$ cat config.mk
export PLATFORM = sky130hd
export DESIGN_NAME = bookkeeping_directory_arbiter_flat
export DESIGN_NICKNAME = d
export VERILOG_FILES = /design/src/rtl/bookkeeping_directory_arbiter_if.sv /design/src/rtl/bookkeeping_directory_arbiter.sv /design/src/flat_wrapper.sv
export SDC_FILE = /design/constraint.sdc
export NUM_CORES = 1
export LEC_CHECK = 0
export CORE_ASPECT_RATIO = 0.75
export CORE_UTILIZATION = 35
export DETAILED_ROUTE_END_ITERATION = 12
export PLACE_DENSITY = 0.87
export SYNTH_ARGS = -nofsm -noshare
export SYNTH_HDL_FRONTEND = slang
export SYNTH_SLANG_ARGS = --single-unit
export TNS_END_PERCENT = 30
$ cat constraint.sdc
create_clock -name CLK -period 6.9 [get_ports CLK]
set_input_delay 2.07 -clock CLK [delete_from_list [all_inputs] [get_ports CLK]]
set_output_delay 2.07 -clock CLK [all_outputs]
set_load 0.02 [all_outputs]
$ cat src/rtl/bookkeeping_directory_arbiter_if.sv
// Client-side and directory-side handshake bundles for the bookkeeping directory arbiter.
// Client modports: master = L1 bookkeeping logic, slave = arbiter. Directory modports: master = arbiter, slave = directory.
interface bookkeeping_directory_arbiter_client_if #(
    parameter int INDEX_WIDTH    = 12,
    parameter int TAG_WIDTH      = 18,
    parameter int MSI_STATE_SIZE = 2
);
    localparam int ROW   = MSI_STATE_SIZE + TAG_WIDTH;
    localparam int ENTRY = 4 * ROW;

    logic [3:0]               req_valid;
    logic [3:0]               req_ready;
    logic [4*INDEX_WIDTH-1:0] req_idx;
    logic [3:0]               req_write;
    logic [4*ROW-1:0]         req_row;
    logic [3:0]               resp_valid;
    logic [3:0]               resp_ready;
    logic [ENTRY-1:0]         resp_entry;

    modport master (
        output req_valid, req_idx, req_write, req_row, resp_ready,
        input  req_ready, resp_valid, resp_entry
    );

    modport slave (
        input  req_valid, req_idx, req_write, req_row, resp_ready,
        output req_ready, resp_valid, resp_entry
    );
endinterface

interface bookkeeping_directory_arbiter_dir_if #(
    parameter int INDEX_WIDTH    = 12,
    parameter int TAG_WIDTH      = 18,
    parameter int MSI_STATE_SIZE = 2
);
    localparam int ROW   = MSI_STATE_SIZE + TAG_WIDTH;
    localparam int ENTRY = 4 * ROW;
    localparam int PUT   = INDEX_WIDTH + 1 + ROW + 2;

    logic             dir_put_valid;
    logic             dir_put_ready;
    logic [PUT-1:0]   dir_put_request;
    logic             dir_get_valid;
    logic             dir_get_ready;
    logic [ENTRY-1:0] dir_get_response;

    modport master (
        output dir_put_valid, dir_put_request, dir_get_valid,
        input  dir_put_ready, dir_get_ready, dir_get_response
    );

    modport slave (
        input  dir_put_valid, dir_put_request, dir_get_valid,
        output dir_put_ready, dir_get_ready, dir_get_response
    );
endinterface

$ cat src/rtl/bookkeeping_directory_arbiter.sv
// Round-robin arbiter sharing one bookkeeping directory between four L1 clients,
// one transaction in flight at a time; read entries are routed back to the requester.
module bookkeeping_directory_arbiter #(
    parameter int INDEX_WIDTH    = 12,
    parameter int TAG_WIDTH      = 18,
    parameter int MSI_STATE_SIZE = 2
) (
    input  logic CLK,
    input  logic RST,
    bookkeeping_directory_arbiter_client_if.slave cli,
    bookkeeping_directory_arbiter_dir_if.master   dir,
    output logic busy
);
    localparam int ROW   = MSI_STATE_SIZE + TAG_WIDTH;
    localparam int ENTRY = 4 * ROW;

    typedef enum logic [1:0] {IDLE, ISSUE, GET, RESP} state_t;

    state_t                 state_reg, state_next;
    logic [1:0]             rr_ptr_reg;
    logic [1:0]             g_reg;
    logic [INDEX_WIDTH-1:0] idx_reg;
    logic                   write_reg;
    logic [ROW-1:0]         row_reg;
    logic [ENTRY-1:0]       resp_entry_reg;

    logic [INDEX_WIDTH-1:0] idx_arr [4];
    logic [ROW-1:0]         row_arr [4];
    logic [3:0]             req_ready_vec;
    logic [3:0]             resp_valid_vec;
    logic                   found;
    logic [1:0]             grant;
    logic                   grant_en;

    // Rotating priority scan starting at rr_ptr.
    always_comb begin
        logic [1:0] cand;
        cand  = '0;
        found = 1'b0;
        grant = rr_ptr_reg;
        for (int k = 0; k < 4; k++) begin
            cand = rr_ptr_reg + 2'(k);
            if (!found && cli.req_valid[cand]) begin
                found = 1'b1;
                grant = cand;
            end
        end
    end

    // Reset also masks req_ready, since req_valid may be high while reset is held.
    assign grant_en = !RST && (state_reg == IDLE) && found;

    for (genvar gi = 0; gi < 4; gi++) begin : g_client
        assign idx_arr[gi]        = cli.req_idx[gi*INDEX_WIDTH +: INDEX_WIDTH];
        assign row_arr[gi]        = cli.req_row[gi*ROW +: ROW];
        assign req_ready_vec[gi]  = grant_en && (grant == 2'(gi));
        assign resp_valid_vec[gi] = (state_reg == RESP) && (g_reg == 2'(gi));
    end

    assign cli.req_ready  = req_ready_vec;
    assign cli.resp_valid = resp_valid_vec;
    assign cli.resp_entry = resp_entry_reg;

    assign dir.dir_put_valid   = (state_reg == ISSUE);
    assign dir.dir_put_request = {idx_reg, write_reg, row_reg, g_reg[1], g_reg[0]};
    assign dir.dir_get_valid   = (state_reg == GET);
    assign busy                = (state_reg != IDLE);

    always_ff @(posedge CLK or posedge RST) begin
        if (RST) begin
            state_reg <= IDLE;
        end else begin
            state_reg <= state_next;
        end
    end

    // Writes finish at put acceptance; only reads wait for the directory get.
    always_comb begin
        state_next = state_reg;
        case (state_reg)
            IDLE:    if (found)                   state_next = ISSUE;
            ISSUE:   if (dir.dir_put_ready)       state_next = write_reg ? IDLE : GET;
            GET:     if (dir.dir_get_ready)       state_next = RESP;
            RESP:    if (cli.resp_ready[g_reg])   state_next = IDLE;
            default:                              state_next = IDLE;
        endcase
    end

    always_ff @(posedge CLK or posedge RST) begin
        if (RST) begin
            rr_ptr_reg     <= '0;
            g_reg          <= '0;
            idx_reg        <= '0;
            write_reg      <= 1'b0;
            row_reg        <= '0;
            resp_entry_reg <= '0;
        end else begin
            if (state_reg == IDLE && found) begin
                g_reg      <= grant;
                idx_reg    <= idx_arr[grant];
                write_reg  <= cli.req_write[grant];
                row_reg    <= row_arr[grant];
                rr_ptr_reg <= grant + 2'd1;
            end
            if (state_reg == GET && dir.dir_get_ready) begin
                resp_entry_reg <= dir.dir_get_response;
            end
        end
    end
endmodule
$ cat src/flat_wrapper.sv
// flat-port wrapper written by rule: the top's interface ports become plain ports
module bookkeeping_directory_arbiter_flat 
#(
    parameter int INDEX_WIDTH    = 12,
    parameter int TAG_WIDTH      = 18,
    parameter int MSI_STATE_SIZE = 2
)
  (CLK, RST, busy, cli_req_valid, cli_req_idx, cli_req_write, cli_req_row, cli_resp_ready, cli_req_ready, cli_resp_valid, cli_resp_entry, dir_dir_put_valid, dir_dir_put_request, dir_dir_get_valid, dir_dir_put_ready, dir_dir_get_ready, dir_dir_get_response);
  bookkeeping_directory_arbiter_client_if #(.INDEX_WIDTH(INDEX_WIDTH), .TAG_WIDTH(TAG_WIDTH), .MSI_STATE_SIZE(MSI_STATE_SIZE)) cli_i ();
  bookkeeping_directory_arbiter_dir_if #(.INDEX_WIDTH(INDEX_WIDTH), .TAG_WIDTH(TAG_WIDTH), .MSI_STATE_SIZE(MSI_STATE_SIZE)) dir_i ();
  input  logic CLK;
  input  logic RST;
  output logic busy;
  input wire logic [$bits(cli_i.req_valid)-1:0] cli_req_valid;
  input wire logic [$bits(cli_i.req_idx)-1:0] cli_req_idx;
  input wire logic [$bits(cli_i.req_write)-1:0] cli_req_write;
  input wire logic [$bits(cli_i.req_row)-1:0] cli_req_row;
  input wire logic [$bits(cli_i.resp_ready)-1:0] cli_resp_ready;
  output wire logic [$bits(cli_i.req_ready)-1:0] cli_req_ready;
  output wire logic [$bits(cli_i.resp_valid)-1:0] cli_resp_valid;
  output wire logic [$bits(cli_i.resp_entry)-1:0] cli_resp_entry;
  output wire logic [$bits(dir_i.dir_put_valid)-1:0] dir_dir_put_valid;
  output wire logic [$bits(dir_i.dir_put_request)-1:0] dir_dir_put_request;
  output wire logic [$bits(dir_i.dir_get_valid)-1:0] dir_dir_get_valid;
  input wire logic [$bits(dir_i.dir_put_ready)-1:0] dir_dir_put_ready;
  input wire logic [$bits(dir_i.dir_get_ready)-1:0] dir_dir_get_ready;
  input wire logic [$bits(dir_i.dir_get_response)-1:0] dir_dir_get_response;
  assign cli_i.req_valid = cli_req_valid;
  assign cli_i.req_idx = cli_req_idx;
  assign cli_i.req_write = cli_req_write;
  assign cli_i.req_row = cli_req_row;
  assign cli_i.resp_ready = cli_resp_ready;
  assign cli_req_ready = cli_i.req_ready;
  assign cli_resp_valid = cli_i.resp_valid;
  assign cli_resp_entry = cli_i.resp_entry;
  assign dir_dir_put_valid = dir_i.dir_put_valid;
  assign dir_dir_put_request = dir_i.dir_put_request;
  assign dir_dir_get_valid = dir_i.dir_get_valid;
  assign dir_i.dir_put_ready = dir_dir_put_ready;
  assign dir_i.dir_get_ready = dir_dir_get_ready;
  assign dir_i.dir_get_response = dir_dir_get_response;
  bookkeeping_directory_arbiter #(.INDEX_WIDTH(INDEX_WIDTH), .TAG_WIDTH(TAG_WIDTH), .MSI_STATE_SIZE(MSI_STATE_SIZE)) u_core (.CLK(CLK), .RST(RST), .cli(cli_i), .dir(dir_i), .busy(busy));
endmodule
==> results of run 1 <==
-- worst paths after layout --
check	start	slack, ps	to
setup / recovery	cli_req_valid[3]	420	cli_req_ready[3]
hold / removal	u_core.cli.resp_entry[10]	500	u_core.cli.resp_entry[10]
setup reg to reg	u_core.rr_ptr_reg[1]	4570	u_core.row_reg[3]
hold reg to reg	u_core.cli.resp_entry[10]	500	u_core.cli.resp_entry[10]
max in group asynchronous	RST	3230	u_core.cli.resp_entry[67]
min in group asynchronous	RST	1970	u_core.row_reg[0]
-- layout by cell type (no fill, tap or decap), types with 2 or more instances in the layout --
master / synthesis / final
clkdlybuf4s50_1: 0 / 349
dfrtp_1: 119 / 119
mux2_2: 82 / 82
a211oi_2: 55 / 55
nor2_1: 41 / 41
inv_1: 36 / 35
mux2i_1: 34 / 34
a31oi_1: 33 / 33
clkbuf_16: 0 / 17
buf_4: 3 / 15
a211oi_1: 11 / 11
inv_6: 0 / 8
nor2b_1: 5 / 5
nor3_1: 5 / 5
clkinvlp_4: 0 / 5
o21a_1: 3 / 3
nand2_1: 4 / 3
nor4_4: 2 / 2
and3_1: 3 / 2
-- routing by layer --
metal	vias up	part of all wire (%)	GRT usage [%]
met4	0	1.6	7.33
met2	213	49	35.8
met5	-	0	0
met3	24	8.2	7.20
met1	2507	41	25.5
li1	2451	-	-
-- metrics by stage --
stage	hold WS [ps]	area, sq um	setup WS, ps	total power (W)
after floorplan	527	6080	526	0.00261
after CTS	506	10300	405	0.00453
after global routing	509	10300	250	0.00472
after global placement	487	9700	489	0.00360
after detailed placement	492	9700	419	0.00366
final	502	10300	416	0.00448
-- worst max-delay path: stages --
cell	delay, ps
clkdlybuf4s50_1	580
and3b_1	240
nor4_4	400
o21ai_4	250
nor3_1	200
clkdlybuf4s50_1	660
-- cell type report --
cell class / instances / area, sq um
inverter: 36 / 139
timing repair buffer: 364 / 3610
clock buffer: 18 / 429
multi-input combinational: 293 / 2710
sequential: 119 / 2980
tap: 215 / 269
clock inverter: 14 / 139
fill: 1391 / 6610
-- power by group --
group | switching [W] | total, W | leakage [nW] | internal [W]
logic | 0.00119 | 0.00238 | 2.54 | 0.00119
registers | 0.000200 | 0.00125 | 1.40 | 0.00105
clock network | 0.000348 | 0.000853 | 0.266 | 0.000505
-- cell families (layout without fill, tap and decap cells) --
group | count (synthesis) | in the layout
flip-flops | 119 | 119
AND/OR/NAND/NOR | 67 | 67
XOR/XNOR | 1 | 1
multiplexers | 117 | 117
AO/OA/AOI/OAI | 108 | 108
buffers and inverters | 74 | 432
==> metrics.csv, run 1 <==
stage,metric,value,unit
status,status,"complete, no violations",
synth,synth top area cells,"dfrtp_1 49%, mux2_2 15%, a211oi_2 11%",
global_route,first-pass GRT wire length,29000,microns
timing,max_slew headroom,30.0,%
run,Max Cap Violations,0,
routing,via/cell ratio,4.91,
synth,register area share after synthesis,49.0,%
global_route,total track usage,21.2,%
clock_tree,post-cts sizing count,0,
global_route,initial antenna violation count,0,
clock_tree,# hold bufs at CTS,0,
synth,count of cell types in the netlist,34,
synth,XOR/XNOR share of the synthesized area,0.144,%
timing,fin. max-slew vios,0,
power,peak supply drop,0.267,mV
timing,Worst-Margin Slew,1050,ps
routing,Routed Antenna Nets,0,
finish,# diodes,0,
worst_setup_path,Worst Reg-to-Reg Cells,6,
global_route,pin count of the biggest net entering global routing,81,
clock_tree,Num CTS Buffers,17,
synth,most frequent cell after synthesis,dfrtp_1,
power,pwr dens,437,mW/mm^2
synth,Synth Area in Adders,0,%
timing,total negative slack,0,ps
clock_tree,"Reg clk slew, reported paths",60,ps
synth,Simple-Gate Fraction of Synth Area,5.66,%
timing,Final Skew,8.79,ps
synth,most area-hungry cell type in the Yosys netlist,dfrtp_1,
clock_tree,CTS root buf,clkbuf_16,
timing,Peak Freq,154,MHz
timing,unrepaired setup endpoints after global routing,false,
synth,post-synthesis mux area share,21.2,%
worst_setup_path,Worst EP required,4830,ps
placed_design,GPL Wtd Cong,0.787,
clock_tree,worst skew pair latency,400,ps
power,P_leak,4.20,nW
synth,Mapped Area,0.00608,sq mm
synth,Post-Syn Instances,486,
finish,layout cells sized above 1,23.2,%
routing,Detailed Routing Iterations Pass 1,6,
min_path,Hold Crit Depth,1,
synth,largest family of logic cells by synthesized area,multiplexers,
clock_tree,buffer count from post-CTS setup fixing,0,
floorplan,Die Y,116,microns
floorplan,IO Pins,350,
timing,Final Hold Fails,0,
global_route,global route overflow,0,
min_path,Worst Hold Class,flip-flop to flip-flop,
synth,average cell area after synthesis,12.5,sq um
finish,final core occ,60.8,%
worst_setup_path,crit path kind,primary input to output port,
worst_setup_path,crit path max fanout,15,
clock_tree,CTS max path bufs,2,
finish,area growth from synthesis to layout,69.0,%
worst_setup_path,crit path DAT,4410,ps
routing,Detailed Route WL,19000,microns
floorplan,core area,0.0169,sq mm
synth,#FFs+latches synth,119,
timing,"Min Clock Period, post-route",6480,ps
clock_tree,CTS tree,yes,
clock_tree,clock sink count,119,
synth,Main synth FF type,dfrtp_1,
routing,WL/cell,18.0,microns
timing,Final Setup Violations,0,
synth,synth warn,0,
finish,Final #Nets,1055,
timing,Final Cycle Share,94.0,%
placed_design,post-DP HPWL,14400,microns
floorplan,Initial Utilization,36.0,%
clock_tree,H-tree Lvls,4,
routing,DRC,0,
global_route,vias in the first global route,5436,
floorplan,num rows,41,
synth,"top cells by count, synth","119 x dfrtp_1, 82 x mux2_2, 55 x a211oi_2",
placed_design,port buffer count,349,
routing,vias,5195,
finish,Non-Filler Instances,1059,
synth,Synth top area share,49.0,%
worst_setup_path,CP Capture Type,output port,
synth,Post-synth ARST share,100,%
synth,"EDFF count, synth",0,
routing,drt initial violations,220,
floorplan,die area,0.0179,sq mm
placed_design,cell total after placement,1027,
synth,complex-gate fraction of the synthesized area,17.4,%
worst_setup_path,CP startpoint kind,primary input,
floorplan,Die Wd,154,microns
synth,syn_nets,710,
finish,max FFs per register,80,
No activity file was read; power rests on OpenSTA's default activity.
==> run 2: changes to the inputs <==
--- a/config.mk
+++ b/config.mk
@@ -12,4 +12,3 @@
 export SYNTH_ARGS = -nofsm -noshare
 export SYNTH_HDL_FRONTEND = slang
 export SYNTH_SLANG_ARGS = --single-unit
-export TNS_END_PERCENT = 30
==> results of run 2 <==
Same layout as run 1: the final DEF is identical, and so are final timing and power.
==> run 3: changes to the inputs <==
--- a/config.mk
+++ b/config.mk
@@ -9,6 +9,7 @@
 export CORE_UTILIZATION = 35
 export DETAILED_ROUTE_END_ITERATION = 12
 export PLACE_DENSITY = 0.87
+export RECOVER_POWER = 100
 export SYNTH_ARGS = -nofsm -noshare
 export SYNTH_HDL_FRONTEND = slang
 export SYNTH_SLANG_ARGS = --single-unit
==> run 3 against run 2 <==
The flow now finishes with violations (max-capacitance violations, max-slew violations). Combinational power decreased by 7%. Wire length decreased by 0.50%. Clock-buffer cell count unchanged. Critical path depth decreased by 1. Total power decreased by 4.1%. Design area decreased by 1.2%. Clock power about the same. Via count increased by 0.79%. Non-clock buffer count unchanged. Global-route usage unchanged. Die area unchanged. Critical path type unchanged. Largest cell class unchanged. Largest power group unchanged.
==> metrics.csv, run 3 (synthesis gave the netlist of run 1 again) <==
stage,metric,value,unit
timing,fin. max-slew vios,191,
floorplan,num rows,41,
worst_setup_path,CP max stage delay,880,ps
placed_design,post-DP HPWL,14400,microns
power,Logic pwr share,51.4,%
global_route,global route overflow,0,
floorplan,Die Y,116,microns
worst_setup_path,"CP delay by family, top",simple AND/OR/NAND/NOR gates,
placed_design,port buffer count,349,
placed_design,GPL Wtd Cong,0.787,
clock_tree,worst skew pair latency,400,ps
global_route,initial antenna violation count,0,
clock_tree,CTS max path bufs,2,
timing,max_slew headroom,-119,%
global_route,total track usage,21.2,%
power,clock network power share,19.8,%
clock_tree,Num CTS Buffers,17,
worst_setup_path,internal reg-to-reg setup slack,3210,ps
worst_setup_path,crit path max fanout,6,
finish,area growth from synthesis to layout,67.0,%
power,peak supply drop,0.253,mV
worst_setup_path,Critical R2R Capture,u_core.cli.resp_entry[0],
power,pwr dens,424,mW/mm^2
timing,Worst-Margin Slew,3270,ps
placed_design,dpl cell area,0.00970,sq mm
worst_setup_path,Worst Reg-to-Reg Cells,3,
routing,DRC,0,
floorplan,core area,0.0169,sq mm
floorplan,Initial Utilization,36.0,%
worst_setup_path,Worst path slowest cell,nor4_1,
finish,layout cells sized above 1,20.6,%
global_route,first-pass GRT wire length,29000,microns
run,Max Cap Violations,3,
timing,total negative slack,0,ps
routing,Routed Antenna Nets,0,
worst_setup_path,beginning of the critical path,cli_req_valid[3],
timing,Final Hold Fails,0,
routing,WL/cell,17.9,microns
floorplan,die area,0.0179,sq mm
power,P_int,0.00260,W
worst_setup_path,CP Capture Type,output port,
global_route,vias in the first global route,5436,
clock_tree,CTS root buf,clkbuf_16,
worst_setup_path,WP depth,5,
routing,drt initial violations,262,
power,PnR Total Power,0.00430,W
clock_tree,buffer count from post-CTS setup fixing,0,
clock_tree,CTS tree,yes,
clock_tree,post-cts sizing count,0,
timing,Final Skew,8.74,ps
timing,Final Setup Violations,0,
finish,"commonest non-fill, non-tap cell in the layout",clkdlybuf4s50_1,
timing,unrepaired setup endpoints after global routing,false,
worst_setup_path,Worst EP required,4830,ps
finish,Final #Nets,1055,
power,switching power,0.00169,W
status,status,"finished, violations left",
routing,Detailed Route WL,18900,microns
finish,# diodes,0,
floorplan,Die Wd,154,microns
worst_setup_path,CP startpoint kind,primary input,
finish,most frequent cells in the layout,"222 x clkdlybuf4s50_1, 127 x dlygate4sd3_1, 119 x dfrtp_1, 82 x mux2_2, 41 x nor2_1",
routing,via/cell ratio,4.94,
routing,Detailed Routing Iterations Pass 1,4,
clock_tree,H-tree Lvls,4,
global_route,pin count of the biggest net entering global routing,81,
status,failing checks,"max-capacitance violations, max-slew violations",
clock_tree,# hold bufs at CTS,0,
power,part of the power in registers,28.7,%
timing,"Min Clock Period, post-route",6580,ps
clock_tree,"Reg clk slew, reported paths",60,ps
power,Sw Ratio,39.4,%
finish,post-route cell area,0.0101,sq mm
finish,max FFs per register,80,
worst_setup_path,Buf/Inv on CP,2,
power,P_leak,4.24,nW
min_path,Worst Hold Class,flip-flop to flip-flop,
routing,vias,5236,
timing,Peak Freq,152,MHz
worst_setup_path,CP endpoint,cli_req_ready[1],
timing,Final Cycle Share,95.4,%
worst_setup_path,crit path DAT,4510,ps
floorplan,IO Pins,350,
clock_tree,clock sink count,119,
worst_setup_path,CP Cell Sequence,clkdlybuf4s50_1 > nor4_1 > nor4_4 > and3_1 > dlygate4sd3_1,
worst_setup_path,crit path kind,primary input to output port,
-- run 3: routing by layer --
metal / wire length, microns / up-vias / part of all wire, % / track usage (%)
li1: - / 2459 / - / -
met2: 9250 / 221 / 49 / 35.8
met3: 1500 / 25 / 7.9 / 7.20
met1: 7870 / 2531 / 42 / 25.5
met4: 313 / 0 / 1.7 / 7.33
met5: 0 / - / 0 / 0
-- run 3: through the flow --
step                utilization [%]  setup WS, ps  hold slack, ps  cells
floorplan                         -           526             527    486
global placement               57.5           489             487   1027
detailed placement             57.5           419             492   1027
CTS                            60.8           405             506   1059
global route                   60.1           178             505   1059
finish                         60.1           316             497   1059
-- run 3: layout make-up --
| cell class | instances | area, sq um |
|---|---|---|
| fillers | 1414 | 6730 |
| repair buffers | 364 | 3600 |
| flip-flops and latches | 119 | 2980 |
| multi-input cells | 293 | 2600 |
| clock buffers | 18 | 429 |
| well taps | 215 | 269 |
| clock inverters | 14 | 139 |
| inverters | 36 | 136 |
-- run 3: power groups by stage --
stage	logic, W	registers (W)	clock network, W
detailed placement	0.00239	0.00127	0
global route	0.00235	0.00129	0.000907
global placement	0.00235	0.00124	0
floorplan	0.000963	0.00165	0
finish	0.00221	0.00123	0.000852
CTS	0.00240	0.00126	0.000874
-- run 3: worst register-to-register path: stages (launching register included) --
cell     delay (ps)
dfrtp_1         500
nor2b_1         210
nand2_1        1820
mux2_2         1030
-- run 3: worst min path at each step --
| stage | from | endpoint | slack (ps) | cells past startpoint |
|---|---|---|---|---|
| after floorplan | u_core.rr_ptr_reg[0] | u_core.rr_ptr_reg[0] | 530 | 1 |
| after global placement | u_core.cli.resp_entry[5] | u_core.cli.resp_entry[5] | 490 | 1 |
| after detailed placement | u_core.cli.resp_entry[55] | u_core.cli.resp_entry[55] | 490 | 1 |
| after CTS | u_core.cli.resp_entry[55] | u_core.cli.resp_entry[55] | 510 | 1 |
| after global routing | u_core.cli.resp_entry[34] | u_core.cli.resp_entry[34] | 500 | 1 |
| final | u_core.cli.resp_entry[10] | u_core.cli.resp_entry[10] | 500 | 1 |
